File: config.mk
export PLATFORM = sky130hd
export DESIGN_NAME = tdm_demux_flat
export DESIGN_NICKNAME = d
export VERILOG_FILES = /design/src/rtl/tdm_demux_if.sv /design/src/rtl/tdm_demux.sv /design/src/flat_wrapper.sv
export SDC_FILE = /design/constraint.sdc
export NUM_CORES = 1
export LEC_CHECK = 0
export ABC_AREA = 1
export BUFFER_PORTS_ARGS = -buffer_cell sky130_fd_sc_hd__buf_4
export CAP_MARGIN = 10
export CORE_MARGIN = 10
export CORE_UTILIZATION = 50
export CTS_CLUSTER_DIAMETER = 30
export DETAILED_ROUTE_END_ITERATION = 8
export PLACE_DENSITY = 0.76
export SLEW_MARGIN = 20
export SYNTH_ARGS = -nofsm -noshare
export SYNTH_HDL_FRONTEND = slang
export SYNTH_SLANG_ARGS = --single-unit
File: constraint.sdc
create_clock -name Clock -period 1.4 [get_ports Clock]
set_input_delay 0.28 -clock Clock [delete_from_list [all_inputs] [get_ports Clock]]
set_output_delay 0.28 -clock Clock [all_outputs]
set_load 0.05 [all_outputs]
File: src/rtl/tdm_demux_if.sv
// Bus bundle for the TDM demultiplexer: serial input side plus the
// four parallel channel words and status strobes.
interface tdm_demux_if #(
  parameter int WIDTH = 4
);
  logic             sync;
  logic             en;
  logic             d;
  logic [WIDTH-1:0] q0;
  logic [WIDTH-1:0] q1;
  logic [WIDTH-1:0] q2;
  logic [WIDTH-1:0] q3;
  logic             valid;
  logic             busy;
  logic [1:0]       sel;
  logic             frame_err;

  modport master (
    output sync, en, d,
    input  q0, q1, q2, q3, valid, busy, sel, frame_err
  );

  modport slave (
    input  sync, en, d,
    output q0, q1, q2, q3, valid, busy, sel, frame_err
  );
endinterface

File: src/rtl/tdm_demux.sv
// Serial TDM frame demultiplexer: a sync strobe opens a frame of four
// WIDTH-bit slots, shifted in MSB first, published atomically on q0..q3.
module tdm_demux #(
  parameter int WIDTH    = 4,
  parameter int CHANNELS = 4
) (
  input  logic        Clock,
  input  logic        Resetn,
  tdm_demux_if.slave  bus
);

  typedef enum logic {IDLE, RECV} state_t;

  localparam int             CW        = (WIDTH > 1) ? $clog2(WIDTH) : 1;
  localparam logic [CW-1:0]  LAST_BIT  = CW'(WIDTH - 1);
  localparam logic [1:0]     LAST_SLOT = 2'(CHANNELS - 1);

  state_t           state, state_nx;
  logic [1:0]       slot, slot_nx;
  logic [CW-1:0]    bitcnt, bitcnt_nx;
  logic [WIDTH-1:0] shreg    [CHANNELS];
  logic [WIDTH-1:0] shreg_nx [CHANNELS];
  logic [WIDTH-1:0] q        [CHANNELS];
  logic [WIDTH-1:0] q_nx     [CHANNELS];
  logic             valid_r, valid_nx;
  logic             err_r, err_nx;

  // NOTE: the shift registers and output words are reset explicitly; they
  // are small flop arrays, not RAM, and must read as zero during reset.
  always_ff @(posedge Clock or negedge Resetn) begin
    if (!Resetn) begin
      state   <= IDLE;
      slot    <= '0;
      bitcnt  <= '0;
      valid_r <= 1'b0;
      err_r   <= 1'b0;
      for (int i = 0; i < CHANNELS; i++) begin
        shreg[i] <= '0;
        q[i]     <= '0;
      end
    end else begin
      // NOTE: non-blocking so every register samples pre-edge values.
      state   <= state_nx;
      slot    <= slot_nx;
      bitcnt  <= bitcnt_nx;
      valid_r <= valid_nx;
      err_r   <= err_nx;
      for (int i = 0; i < CHANNELS; i++) begin
        shreg[i] <= shreg_nx[i];
        q[i]     <= q_nx[i];
      end
    end
  end

  always_comb begin
    // NOTE: every output of this block gets a default first, so no path
    // through the case statement can infer a latch.
    state_nx  = state;
    slot_nx   = slot;
    bitcnt_nx = bitcnt;
    shreg_nx  = shreg;
    q_nx      = q;
    valid_nx  = 1'b0;
    err_nx    = 1'b0;

    unique case (state)
      IDLE: begin
        if (bus.sync) begin
          state_nx  = RECV;
          slot_nx   = '0;
          bitcnt_nx = '0;
          for (int i = 0; i < CHANNELS; i++) shreg_nx[i] = '0;
        end
      end

      RECV: begin
        if (bus.sync) begin
          // Abort: restart the frame in place; q keeps the last good frame.
          err_nx    = 1'b1;
          slot_nx   = '0;
          bitcnt_nx = '0;
          for (int i = 0; i < CHANNELS; i++) shreg_nx[i] = '0;
        end else if (bus.en) begin
          shreg_nx[slot] = (shreg[slot] << 1) | WIDTH'(bus.d);
          if (bitcnt == LAST_BIT) begin
            bitcnt_nx = '0;
            if (slot == LAST_SLOT) begin
              // Publish from the next-state copy so the final bit is included.
              q_nx     = shreg_nx;
              valid_nx = 1'b1;
              slot_nx  = '0;
              state_nx = IDLE;
            end else begin
              slot_nx = slot + 2'd1;
            end
          end else begin
            bitcnt_nx = bitcnt + CW'(1);
          end
        end
      end

      default: state_nx = IDLE;
    endcase
  end

  assign bus.q0        = q[0];
  assign bus.q1        = q[1];
  assign bus.q2        = q[2];
  assign bus.q3        = q[3];
  assign bus.valid     = valid_r;
  assign bus.frame_err = err_r;
  assign bus.busy      = (state == RECV);
  assign bus.sel       = (state == RECV) ? slot : 2'd0;

endmodule
File: src/flat_wrapper.sv
// flat-port wrapper written by rule: the top's interface ports become plain ports
module tdm_demux_flat 
#(
  parameter int WIDTH    = 4,
  parameter int CHANNELS = 4
)
  (Clock, Resetn, bus_sync, bus_en, bus_d, bus_q0, bus_q1, bus_q2, bus_q3, bus_valid, bus_busy, bus_sel, bus_frame_err);
  tdm_demux_if #(.WIDTH(WIDTH)) bus_i ();
  input  logic Clock;
  input  logic Resetn;
  input wire logic [$bits(bus_i.sync)-1:0] bus_sync;
  input wire logic [$bits(bus_i.en)-1:0] bus_en;
  input wire logic [$bits(bus_i.d)-1:0] bus_d;
  output wire logic [$bits(bus_i.q0)-1:0] bus_q0;
  output wire logic [$bits(bus_i.q1)-1:0] bus_q1;
  output wire logic [$bits(bus_i.q2)-1:0] bus_q2;
  output wire logic [$bits(bus_i.q3)-1:0] bus_q3;
  output wire logic [$bits(bus_i.valid)-1:0] bus_valid;
  output wire logic [$bits(bus_i.busy)-1:0] bus_busy;
  output wire logic [$bits(bus_i.sel)-1:0] bus_sel;
  output wire logic [$bits(bus_i.frame_err)-1:0] bus_frame_err;
  assign bus_i.sync = bus_sync;
  assign bus_i.en = bus_en;
  assign bus_i.d = bus_d;
  assign bus_q0 = bus_i.q0;
  assign bus_q1 = bus_i.q1;
  assign bus_q2 = bus_i.q2;
  assign bus_q3 = bus_i.q3;
  assign bus_valid = bus_i.valid;
  assign bus_busy = bus_i.busy;
  assign bus_sel = bus_i.sel;
  assign bus_frame_err = bus_i.frame_err;
  tdm_demux #(.WIDTH(WIDTH), .CHANNELS(CHANNELS)) u_core (.Clock(Clock), .Resetn(Resetn), .bus(bus_i));
endmodule
Word level (Yosys, flattened, before mapping)
Cells that the tools add are included.
{"block": "classes", "n_lt_le_gt_ge": 2, "multipliers": 0, "n_addsub": 2, "eq_ne": 5, "bitwise_logic": 4, "shift": 0, "mux": 33, "reduce_logical": 4, "n_div": 0}
{"operator": "2-to-1 mux 16 bit", "count": 3}
{"operator": "one-hot mux 16 bit (2 select lines)", "count": 1}
{"operator": "2-to-1 mux 2 bit", "count": 9}
{"operator": "bitwise mux 16 bit", "count": 1}
{"operator": "2-to-1 mux 1 bit", "count": 11}
{"operator": "binary-select mux 4 bit (select 2 bit)", "count": 1}
{"operator": "demux 4 bit (select 2 bit)", "count": 1}
{"operator": "one-hot mux 2 bit (2 select lines)", "count": 2}
{"operator": "2-to-1 mux 3 bit", "count": 2}
{"operator": "inequality test 3 bit, second input constant", "count": 2}
{"operator": "AND reduction 5 bit", "count": 1}
{"operator": "adder 2 x 1 -> 2 bit, second input constant", "count": 2}
{"operator": "== test 2 bit, second input constant", "count": 2}
{"operator": "2-to-1 mux 4 bit", "count": 1}
{"operator": "bitwise OR 4 x 1 -> 4 bit", "count": 1}
{"operator": "greater-or-equal comparator 3 bit, second input constant", "count": 1}
{"operator": "less-than comparator 3 x 1 -> 1 bit, second input constant", "count": 1}
{"operator": "NOT 2 -> 3 bit", "count": 1}
{"operator": "AND reduction 3 bit", "count": 1}
{"operator": "inequality test 2 bit, second input constant", "count": 1}
{"operator": "NOT 1 bit", "count": 2}
{"operator": "one-hot mux 1 bit (2 select lines)", "count": 1}
{"operator": "AND reduction 2 bit", "count": 1}
{"operator": "logical AND 1 bit", "count": 1}
{"block": "word_totals", "romBits": 0, "n_memories": 0, "latchBits": 0, "inputBits": 5, "output_inout_bits": 21, "ram_bits": 0, "elab_cells": 63, "regBits": 39}

Logic depth before layout (Yosys ltp)
{"block": "depth", "word_depth": 9, "depth_mapped": 8, "mapped_depth_nobuf": 7}

Worst setup path after synthesis
No wires, ideal clock.
{"block": "synth_path", "path_kind": "flip-flop to flip-flop", "start": "register u_core.state, in the netlist u_core.bus.busy", "end": "register u_core.q (netlist bit u_core.bus.q0[1])", "t_required_ns": 1.282, "synth_period_minus_slack_ns": 1.496, "path_stages_with_launch": 8, "setup_time_ns": 0.118, "arrival_ns": 1.378, "path_buffers": 2, "path_slack_ns": -0.096, "cell_sequence": "dfrtp_1 -> buf_6 -> nand3_4 -> nor2_8 -> inv_2 -> buf_6 -> nand2_1 -> nand2_1"}
{"block": "synth_between", "elab_chain_len": 1}
{"element": "start, declared", "line_no": "tdm_demux.sv:18", "text": "state_t state, state_nx;"}
{"element": "start signal, assigned", "line_no": "tdm_demux.sv:43", "text": "state <= state_nx;"}
{"element": "AND reduction 5 bit (no line)"}
{"element": "end signal, assigned by index", "line_no": "tdm_demux.sv:50", "text": "q[i] <= q_nx[i];"}
{"element": "end, declared", "line_no": "tdm_demux.sv:23", "text": "logic [WIDTH-1:0] q [CHANNELS];"}
No other way between the ends.
A chain may end at the register's enable or synchronous reset.

Final worst setup path
{"block": "layout_path", "start": "register u_core.slot[1]", "end": "output bus_sel[1]"}
{"block": "layout_between", "elab_chain_len": 1}
{"element": "start, declared", "line_no": "tdm_demux.sv:19", "text": "logic [1:0] slot, slot_nx;"}
{"element": "start signal, assigned", "line_no": "tdm_demux.sv:44", "text": "slot <= slot_nx;"}
{"element": "2-to-1 mux 2 bit", "line_no": "tdm_demux.sv:113", "text": "assign bus.sel = (state == RECV) ? slot : 2'd0;"}
{"element": "end, declared", "line_no": "flat_wrapper.sv:20", "text": "output wire logic [$bits(bus_i.sel)-1:0] bus_sel;"}
No other way between the ends.

==> impl_metrics.yaml <==
layout:
  layout.nets: 280
  num_antenna_cells: 0
  nFillCells: 317
  final_cell_mix: "sky130_fd_sc_hd__nand2_1 (90), sky130_fd_sc_hd__buf_4 (36), sky130_fd_sc_hd__dfrtp_1 (36)"
  multi_input_area_um2: 850
  final_common_cell: "sky130_fd_sc_hd__nand2_1"
  share_of_the_core_filled_with_cells: 0.660
  growth_of_design_area_from_synthesis_to_finish_pct: 27.9
  post_route_cells_drive_above_1_share: 0.307
  postLayoutCellArea_um2: 2410
  seq_area_um2: 980
min_path:
  min_path_type: "in2reg"
  timing.hold.worst.start: "bus_sync"
global_routing:
  first_global_vias: 1651
  grt_start_max_net_pins: 40
  grt_remaining_overflow: 0
  antenna_found_initial: 0
  first_pass_grt_wire_length_um: 7420
  grtUsageTotal: 0.142
yosys:
  async_flop_share: 1.00
  synth-adder-area-share: 0.0398
  most_used_flip_flop_cell_after_synthesis: "sky130_fd_sc_hd__dfrtp_1"
  synthMuxAreaShare: 0
  yosysWarnings: 0
  syn-cell-area_um2: 1890
  synth-simple-area-share: 0.339
  synth_enable_flop_cells: 0
  synthesized_netlist_net_count: 237
  synth.yosys.seq_area_share: 0.517
  synth_top_family_by_area: "simple AND/OR/NAND/NOR gates"
  synth.lib_cells_used.distinct: 20
  synth_seq_cells: 39
  syn_area_per_cell_um2: 8.35
  syn_inst: 226
  synth_xor_xnor_area_share: 0
  share_of_the_synthesized_area_in_compound_gates_ao_oa_aoi_oai: 0.0490
setup_path:
  cp_cell_sequence: "buf_6 > nand2_2 > inv_2 > buf_6"
  critical-path-slowest-cell: "sky130_fd_sc_hd__dfrtp_2"
  worstSetupEndpointType: "output port"
  worst-setup-path-type: "reg2out"
  crit_buf_inv: 3
  critical_path.startpoint: "u_core.slot[1]$_DFFE_PN0P_"
  path_max_fanout: 5
  critical_path.max_stage_delay_ns: 0.46
  cpMostUsedCell: "sky130_fd_sc_hd__buf_6"
  timing.critical_path.required_ns: 1.12
  crit_arrival_ns: 1.13
  timing.rr.start: "u_core.slot[1]$_DFFE_PN0P_"
  cp-start-kind: "flop"
  worst_path_dominant_cell_family: "flip-flops"
floorplan:
  fp.dieArea_um2: 6630
  core_region_area_um2: 3660
  initial_utilization: 0.516
  io_pins: 26
  rows: 22
  die-height_um: 81.5
  die_x_um: 81.5
outcome:
  status: "finished with violations"
  failed_checks: "negative setup slack"
power_and_ir_drop:
  power.ir.vdd_worst_v: 0.000560
  cellLeakagePower_nw: 1.31
  report.power.total_w: 0.00302
  power.density_nw_per_um2: 1250
timing:
  grt_setup_unrepaired: "yes"
  slew_viol_final: 0
  fmaxAchievable_mhz: 710
  layout_setup_ws_ns: -0.00765
  timing.final.setup_violations: 1
  worst_slew_margin_rel: 0.679
  whs_ns: 0.213
  period_share: 1.01
  totalNegativeSetupSlack_ns: -0.00765
  timing_worst_slew_pin_value_ns: 0.482
  finClkSkew_ns: 0.00754
  period_needed_ns: 1.41
  final-hold-violation-count: 0
routing:
  drt_pre_antenna_iters: 4
  routed-via-count: 1609
  per_cell_via_count_in_the_routed_design: 5.06
  routed_wire_length_um: 4310
  average_wire_per_cell_in_the_routed_design_um: 13.6
  drc_errors: 0
  antenna_left: 0
  dr.first_iter.drc_count: 101
cts:
  clk_root_buffer_cell: "sky130_fd_sc_hd__clkbuf_8"
  cts.path.max_buffers: 2
  numCtsBuffers: 5
  cts.reportedPaths.clkPinSlew_ns: 0.08
  clock_insertion_delay_worst_skew_ns: 0.29
  cts_max_level: 2
  clock_sinks: 39
  tritoncts_clock_tree: "built"
placement:
  port_buffers: 25
  detailedPlacementHpwl_um: 3060
  placer_s_final_routability_congestion_estimate: 0.839
  dpl_cell_area_um2: 2210
flow_run:
  cap_viol_max_count: 0
## final timing paths
| path | slack (ns) | depth (start not counted) | endpoint |
|---|---|---|---|
| min reg2reg | 0.47 | 2 | u_core.bus.q0[0]$_DFFE_PN0P_ |
| max in group asynchronous | 0.55 | 2 | u_core.slot[1]$_DFFE_PN0P_ |
| max | -0.008 | 4 | bus_sel[1] |
| min in group asynchronous | 0.49 | 2 | u_core.bus.frame_err$_DFF_PN0_ |
| min | 0.21 | 3 | u_core.bus.frame_err$_DFF_PN0_ |
| max reg2reg | 0.04 | 5 | u_core.bus.q1[1]$_DFFE_PN0P_ |
## registers in the layout, indices dropped and copies added (netlist names)
signal,flops
u_core.bitcnt,2
u_core.bus.busy,1
u_core.bus.frame_err,1
u_core.bus.q0,4
u_core.bus.q1,4
u_core.bus.q2,4
u_core.bus.q3,4
u_core.bus.valid,1
u_core.shreg,16
u_core.slot,2
## what timing repair did
action	4_1_cts	5_1_grt
pin swaps	0	0
hold buffers	1	0
setup buffers	1	0
gates resized for setup	6	17
setup endpoints to repair	17	33
hold endpoints to repair	39	0
## synth_stat cells (2+ instances only)
cell type / instances / area, µm²
sky130_fd_sc_hd__buf_4: 3 / 22.5
sky130_fd_sc_hd__inv_2: 4 / 15.0
sky130_fd_sc_hd__buf_2: 2 / 10.0
sky130_fd_sc_hd__a21oi_1: 3 / 15.0
sky130_fd_sc_hd__dfrtp_1: 39 / 976
sky130_fd_sc_hd__nor2_1: 3 / 11.3
sky130_fd_sc_hd__nand3_1: 31 / 155
sky130_fd_sc_hd__ha_1: 6 / 75.1
sky130_fd_sc_hd__o21ai_0: 11 / 55.1
sky130_fd_sc_hd__nand2_1: 95 / 357
sky130_fd_sc_hd__buf_6: 2 / 22.5
sky130_fd_sc_hd__or2_2: 11 / 68.8
sky130_fd_sc_hd__inv_1: 9 / 33.8
## per-layer routing
layer,track usage,wire length [µm],vias to the layer above,share of wire
met1,0.174,1910,761,0.44
met3,0.0480,310,6,0.072
met5,0,0,-,0
met2,0.227,2050,37,0.47
li1,-,-,805,-
met4,0.0536,46,0,0.011
## cell type report
class,count,share of cell area
Sequential cell,39,0.406
Timing Repair Buffer,43,0.148
Inverter,13,0.0212
Tap cell,48,0.0249
Multi-Input combinational cell,167,0.352
Clock inverter,2,0.0145
Clock buffer,6,0.0342
## kinds of logic after synthesis
family                   Yosys count
buffers and inverters             20
adder cells (fa/ha/maj)            6
AND/OR/NAND/NOR                  144
flip-flops                        39
AO/OA/AOI/OAI                     17
## worst reg2reg max path: stages (launching register included)
cell,delay [ns]
sky130_fd_sc_hd__dfrtp_2,0.44
sky130_fd_sc_hd__inv_1,0.10
sky130_fd_sc_hd__ha_2,0.23
sky130_fd_sc_hd__or2_2,0.32
sky130_fd_sc_hd__nand3_1,0.10
sky130_fd_sc_hd__nand2_1,0.06
## report_power, final
| group | internal (W) | switching (W) | total [W] |
|---|---|---|---|
| clock network | 0.000576 | 0.000383 | 0.000959 |
| registers | 0.00120 | 0.0000693 | 0.00127 |
| logic | 0.000319 | 0.000473 | 0.000792 |
## through the flow
step / setup WS (ns) / cells
2_1_floorplan: 0.00651 / 226
3_3_place_gp: -0.0184 / 308
3_5_place_dp: -0.0243 / 308
4_1_cts: -0.0173 / 318
5_1_grt: -0.0470 / 318
6_report: -0.00765 / 318
Note: power is estimated with default switching activity, not from simulation.
